--- src/rtl/tri_job_scheduler.sv ---
// tri_job_scheduler: round-robin job scheduler in front of the triangle
// rasterizer engine. It grants one requester at a time and loads that
// requester's three vertices with the nt/xi/yi protocol. It forwards engine
// points tagged with the owner's index, then returns done plus a point count.
// Optional feature: define TRI_SCHED_WDOG_EN to abort jobs that stay in
// WAITB/RUN for WDOG_CYC cycles. An aborted job reports err with its done.
module tri_job_scheduler #(
  parameter int NREQ     = 2,
  parameter int WDOG_CYC = 1023,
  localparam int OW      = (NREQ < 3) ? 1 : $clog2(NREQ)
) (
  input  logic              clk,
  input  logic              reset,
  input  logic [NREQ-1:0]   req,
  input  logic [NREQ*18-1:0] req_vtx,
  output logic [NREQ-1:0]   gnt,
  output logic [NREQ-1:0]   done,
  output logic              err,
  output logic [6:0]        pt_cnt,
  output logic              pt_valid,
  output logic [2:0]        pt_x,
  output logic [2:0]        pt_y,
  output logic [OW-1:0]     pt_owner,
  output logic              eng_nt,
  output logic [2:0]        eng_xi,
  output logic [2:0]        eng_yi,
  input  logic              eng_busy,
  input  logic              eng_po,
  input  logic [2:0]        eng_xo,
  input  logic [2:0]        eng_yo
);

  typedef enum logic [2:0] {IDLE, LD1, LD2, LD3, WAITB, RUN, FIN} state_t;

  localparam int SW            = OW + 1;
  localparam logic [6:0] PT_MAX = 7'd64;

  state_t          state_q, state_d;
  logic [NREQ-1:0] req_q;
  logic [OW-1:0]   rr_ptr, owner_q, win_idx;
  logic            win_found;
  logic [SW-1:0]   cand;
  logic [17:0]     vtx_win;
  logic [11:0]     vtx_q;
  logic            po_take;
  logic            abort_d;
  logic            wdog_hit;
  logic [2:0]      xi_d, yi_d;

  // Requests are registered once; arbitration looks at the registered copy
  always_ff @(posedge clk or negedge reset) begin
    if (!reset) begin
      req_q <= '0;
    end else begin
      req_q <= req;
    end
  end

  // Round-robin search starting one past the pointer, wrapping modulo NREQ
  always_comb begin
    win_found = 1'b0;
    win_idx   = '0;
    cand      = '0;
    for (int i = 1; i <= NREQ; i++) begin
      cand = {1'b0, rr_ptr} + SW'(i);
      if (cand >= SW'(NREQ)) begin
        cand = cand - SW'(NREQ);
      end
      if (!win_found && req_q[cand[OW-1:0]]) begin
        win_found = 1'b1;
        win_idx   = cand[OW-1:0];
      end
    end
  end

  assign vtx_win = req_vtx[18*int'(win_idx) +: 18];
  assign po_take = eng_po && (state_q == WAITB || state_q == RUN);

`ifdef TRI_SCHED_WDOG_EN
  logic [9:0] wdog_q;

  assign wdog_hit = (state_q == WAITB || state_q == RUN) &&
                    (wdog_q == 10'(WDOG_CYC - 1));

  // Watchdog counts cycles spent waiting for and running the engine
  always_ff @(posedge clk or negedge reset) begin
    if (!reset) begin
      wdog_q <= '0;
    end else if (state_d == WAITB && state_q != WAITB) begin
      wdog_q <= '0;
    end else if (state_q == WAITB || state_q == RUN) begin
      wdog_q <= wdog_q + 10'd1;
    end
  end

  // Abort flag is registered alongside the done pulse
  always_ff @(posedge clk or negedge reset) begin
    if (!reset) begin
      err <= 1'b0;
    end else begin
      err <= abort_d;
    end
  end
`else
  logic unused_wdog;

  assign wdog_hit    = 1'b0;
  assign err         = 1'b0;
  assign unused_wdog = ^{10'(WDOG_CYC), abort_d};
`endif

  // Next-state logic; a watchdog hit overrides any state except a normal finish
  always_comb begin
    state_d = state_q;
    abort_d = 1'b0;
    case (state_q)
      IDLE:    if (win_found) state_d = LD1;
      LD1:     state_d = LD2;
      LD2:     state_d = LD3;
      LD3:     state_d = WAITB;
      WAITB:   if (eng_busy) state_d = RUN;
      RUN:     if (!eng_busy) state_d = FIN;
      FIN:     state_d = IDLE;
      default: state_d = IDLE;
    endcase
    if (wdog_hit && state_d != FIN) begin
      state_d = FIN;
      abort_d = 1'b1;
    end
  end

  // Vertex bus value for the upcoming cycle; zero outside the load states
  always_comb begin
    xi_d = 3'd0;
    yi_d = 3'd0;
    case (state_d)
      LD1: begin
        xi_d = vtx_win[17:15];
        yi_d = vtx_win[14:12];
      end
      LD2: begin
        xi_d = vtx_q[11:9];
        yi_d = vtx_q[8:6];
      end
      LD3: begin
        xi_d = vtx_q[5:3];
        yi_d = vtx_q[2:0];
      end
      default: begin
        xi_d = 3'd0;
        yi_d = 3'd0;
      end
    endcase
  end

  // Capture the second and third vertices at the grant edge; later changes are ignored
  always_ff @(posedge clk) begin
    if (state_q == IDLE && win_found) begin
      vtx_q <= vtx_win[11:0];
    end
  end

  // State, grant, engine load, point count and completion registers
  always_ff @(posedge clk or negedge reset) begin
    if (!reset) begin
      state_q <= IDLE;
      rr_ptr  <= OW'(NREQ - 1);
      owner_q <= '0;
      gnt     <= '0;
      done    <= '0;
      pt_cnt  <= '0;
      eng_nt  <= 1'b0;
      eng_xi  <= '0;
      eng_yi  <= '0;
    end else begin
      state_q <= state_d;
      eng_nt  <= (state_d == LD1);
      eng_xi  <= xi_d;
      eng_yi  <= yi_d;
      done    <= '0;
      if (state_q == IDLE && win_found) begin
        owner_q <= win_idx;
        gnt     <= NREQ'(1) << win_idx;
        pt_cnt  <= '0;
      end else if (po_take && pt_cnt != PT_MAX) begin
        pt_cnt  <= pt_cnt + 7'd1;
      end
      if (state_d == FIN) begin
        done   <= NREQ'(1) << owner_q;
        rr_ptr <= owner_q;
      end
      if (state_d == IDLE) begin
        gnt <= '0;
      end
    end
  end

  // Forward engine points, tagged with the current owner
  always_ff @(posedge clk or negedge reset) begin
    if (!reset) begin
      pt_valid <= 1'b0;
      pt_x     <= '0;
      pt_y     <= '0;
      pt_owner <= '0;
    end else begin
      pt_valid <= po_take;
      if (po_take) begin
        pt_x     <= eng_xo;
        pt_y     <= eng_yo;
        pt_owner <= owner_q;
      end
    end
  end

endmodule
--- config.mk ---
export PLATFORM = sky130hd
export DESIGN_NAME = tri_job_scheduler
export DESIGN_NICKNAME = d
export VERILOG_FILES = /design/src/rtl/tri_job_scheduler.sv
export SDC_FILE = /design/constraint.sdc
export NUM_CORES = 1
export LEC_CHECK = 0
export ABC_AREA = 1
export CAP_MARGIN = 5
export CORE_MARGIN = 2
export CORE_UTILIZATION = 40
export CTS_CLUSTER_SIZE = 8
export DETAILED_ROUTE_END_ITERATION = 8
export PLACE_DENSITY = 0.76
export SYNTH_ARGS = -nofsm -noshare
export SYNTH_HDL_FRONTEND = slang
export SYNTH_SLANG_ARGS = --single-unit
export TNS_END_PERCENT = 10
--- constraint.sdc ---
create_clock -name clk -period 4.2 [get_ports clk]
set_clock_uncertainty 0.1 [all_clocks]
set_input_delay 0.84 -clock clk [delete_from_list [all_inputs] [get_ports clk]]
set_output_delay 0.84 -clock clk [all_outputs]
set_load 0.02 [all_outputs]
# Word-level counts from Yosys, hierarchy flattened
# Cells that the tools add are included.
# totals
elab_cells	69
in_bits	48
reg_bits	45
# op_classes
shifts	3
magnitude_cmp	4
eq_ne	10
n_mux	21
addsub	5
n_mul	1
reduce_logical	10
# ops
operator	n
$shiftx A36 B7 Y18	1
$pmux W3 S3	2
$pmux W3 S6	1
$mux W7	2
$eq A3 B2 Y1 const B	4
$mux W1	10
$eq A3 B3 Y1 const B	3
$mux W3	3
$add A7 B1 Y7 const B	1
$ne A7 B7 Y1 const B	1
$eq A3 B1 Y1 const B	2
$logic_not A3 Y1	2
$mux W2	3
$mul A4 B1 Y5 const A	1
$ge A2 B2 Y1 const B	2
$logic_and A1 B1 Y1	4
$lt A1 B2 Y1 const B	2
$reduce_bool A2 Y1	2
$shl A1 B1 Y2 const A	2
$add A1 B1 Y2 const B	1
$add A1 B2 Y2 const B	1
$sub A1 B1 Y1 const B	2
$logic_not A1 Y1	1
$logic_or A1 B1 Y1	1

# Logic depth before layout (Yosys ltp)
# depth
depth_word	13
depth_mapped	10
ltp_nobuf	10

# Least setup slack after synthesis
# No wires, ideal clock.
# synth_path
path_type	input to register
from	input eng_po
to	register pt_cnt[0]
arrival_ps	1343
path_stages	6
setup_time_ps	134
path_buffers	0
slack_ps	2623
required_time_ps	3966
cell_sequence	inv_1 -> nor2_8 -> nand2_4 -> clkinv_2 -> nor2_1 -> a21oi_2
# synth_via
elab_chain_cells	3
# synth_rtl
element	line	text
start: declaration	28	input logic eng_po,
$logic_and A1 B1 Y1	77	assign po_take = eng_po && (state_q == WAITB || state_q == RUN);
via po_take	45	logic po_take;
$logic_and A1 B1 Y1	185	end else if (po_take && pt_cnt != PT_MAX) begin
$reduce_bool A2 Y1 (no source line)	-	
end signal: assignment	186	pt_cnt <= pt_cnt + 7'd1;
end: declaration	19	output logic [6:0] pt_cnt,
# The timed path passes the listed nets, and every way through them passes these cells.
# A chain may end at the register's enable or synchronous reset.

# Worst setup path after layout
# layout_path
from	register pt_cnt[2]
to	output pt_cnt[2]
# No word-level cell between the ends.

==> results.cfg <==
[setup_path]
rr_worst_depth = 7
critical_path_class = reg2out
end_kind = primary output
startpoint_type = flop
crit_chain = clkdlybuf4s50_1
crit_fanout = 7
path_buf_inv = 1
slowest_stage = clkdlybuf4s50_1
cp_top_family = buffers and inverters
slowest_delay_ps = 650
crit_arrival_ps = 1430
required_ps = 3260
cp.depth = 1

[floorplanning]
rows = 26
start_util_pct = 41.0
die_y_um = 76.1
core_um2 = 5070
die-area_um2 = 5800
die_x_um = 76.1
ios = 75

[final_layout]
diodes = 0
nets = 370
layout-drive-gt1-share_pct = 7.79
syn2layout_area_growth_pct = 43.3
fin_area_um2 = 2980
layout_common_cells = 122 x nand2_1, 73 x clkdlybuf4s50_1, 32 x dfrtp_1
final.fill_count = 470
layout_commonest_cell = nand2_1

[placed_design]
placed_area_um2 = 2900
port_buffers = 73
dpl.hpwl_mm = 3.34
dp_slack_ps = 1930
gp_congestion = 0.850

[clocking]
cts_buffer_depth = 2
post-cts-setup-buffers = 0
clock_sinks = 45
cts_resized = 0
clkLatencyLatePin_ps = 300
h-tree-depth = 2
numCtsBuffers = 5
postCtsHoldBufs = 0
clk_pin_slew_ps = 80
cts_root_buf = clkbuf_8
cts_tree = built

[routing]
drtAntennaViolNets = 0
dr.pass1.iters = 4
wl_mm = 4.36
drtIter0Drc = 91
vias_per_cell = 4.42
drc = 0
wl_per_cell_um = 11.2
num_vias = 1728

[logic_synthesis]
syn_inst = 241
postSynthAreaPerCell_um2 = 8.64
ys.warnings.count = 0
yosysUniqueCellTypes = 29
yosysSeqAreaShare_pct = 57.0
ys_seq_elements = 45
netlist_area_um2 = 2080
synth_fp_nets = 291

[timing]
finalCritPeriodShare_pct = 56.5
setup_viol = 0
rsz0062_at_grt = false
tightestPinTransition_ps = 1040
fin_setup_tns_ps = 0
timing.fmax_mhz = 421
finalCriticalPeriod_ps = 2370
slew_headroom_pct = 30.1
fin_ws_ps = 1830
whs_ps = 340
report.final.hold_viol_count = 0
slew_violations = 0

[power_and_ir_drop]
leakagePower_nw = 1.42
ir_worst_vdd_mv = 0.260
power.density_nw_per_um2 = 549

[global_routing]
grt_pass1_wl_mm = 7.73
grt_pass1_vias = 1725
grt_usage_pct = 16.7
grt_remaining_overflow = 0
antenna_found_initial = 0
grt_max_degree = 25

[min_path]
hold_depth = 1
hold_path_class = reg2reg

[outcome]
outcome = finished, final reports clean

[flow_run]
maxCapViolCount = 0
final timing paths:
kind,slack [ps],endpoint,from
min in group asynchronous,1000,pt_cnt[4]$_DFFE_PN0P_,reset
hold reg to reg,340,done[0]$_DFF_PN0_,owner_q$_DFFE_PN0P_
setup / recovery,1830,pt_cnt[2],pt_cnt[2]$_DFFE_PN0P_
hold / removal,340,done[0]$_DFF_PN0_,owner_q$_DFFE_PN0P_
setup reg to reg,2400,eng_xi[2]$_DFF_PN0_,rr_ptr$_DFFE_PN1N_
max in group asynchronous,2320,owner_q$_DFFE_PN0P_,reset
logic make-up after synthesis:
group,Yosys count,synth area share [%]
other,1,0.180
DFF,45,57.0
xor gates and xnor gates,3,1.26
adders and majority gates,2,1.20
and+or+nand+nor,158,32.9
buffers and inverters,24,5.11
AOI/OAI and AO/OA,8,2.28
flip-flops by register name (all words and copies together), names as in the netlist, 2 cells and up:
signal	cells
gnt	2
req_q	2
pt_x	3
vtx_q	12
eng_xi	3
pt_cnt	7
state_q	3
done	2
pt_y	3
eng_yi	3
cell usage after synthesis, drive strengths merged:
| cell type | n | area [um^2] |
|---|---|---|
| a21oi | 2 | 13.8 |
| buf | 4 | 25.0 |
| clkinv | 2 | 8.75 |
| conb | 1 | 3.75 |
| dfrtp | 32 | 801 |
| dfstp | 1 | 26.3 |
| edfxtp | 12 | 360 |
| ha | 2 | 25.0 |
| inv | 18 | 72.6 |
| nand2 | 125 | 492 |
| nand3 | 16 | 92.6 |
| nand4 | 2 | 12.5 |
| nor2 | 14 | 78.8 |
| nor3 | 1 | 10.0 |
| o21ai | 6 | 33.8 |
| xnor2 | 1 | 8.76 |
| xor2 | 2 | 17.5 |
report_power, final:
| group | internal, W | switching (W) | total, W |
|---|---|---|---|
| registers | 0.000603 | 0.0000801 | 0.000683 |
| logic | 0.000291 | 0.000404 | 0.000695 |
| clock network | 0.000115 | 0.000144 | 0.000259 |
worst register-to-register path, delay by kind of cell, from the launching register on:
kind / cells / cell delay, ps
buf+inv: 2 / 690
simple gates: 4 / 390
flops: 1 / 380
compound gates: 1 / 140
per-stage QoR:
stage	total power, W	cells	util (%)
floorplan	0.00110	241	-
global placement	0.00138	383	57.1
detailed placement	0.00140	383	57.1
CTS	0.00166	391	58.8
global route	0.00176	391	58.8
finish	0.00164	391	58.8
cell type report:
type / count / area, um^2 / share of cell area [%]
clock buffer: 5 / 68.8 / 2.31
clock inverter: 3 / 17.5 / 0.587
inverter: 20 / 81.3 / 2.73
multi-input combinational: 172 / 788 / 26.4
sequential: 45 / 1190 / 39.8
tap: 70 / 87.6 / 2.94
timing repair buffer: 76 / 753 / 25.2
per-layer routing:
metal | routed length (um) | share of wire, % | global-route usage [%] | vias up
li1 | - | - | - | 902
met1 | 1800 | 41 | 19.0 | 758
met2 | 2100 | 48 | 27.7 | 63
met3 | 391 | 9.0 | 7.35 | 5
met4 | 76 | 1.7 | 6.91 | 0
met5 | 0 | 0 | 0 | -
(Power assumes the default switching activity.)
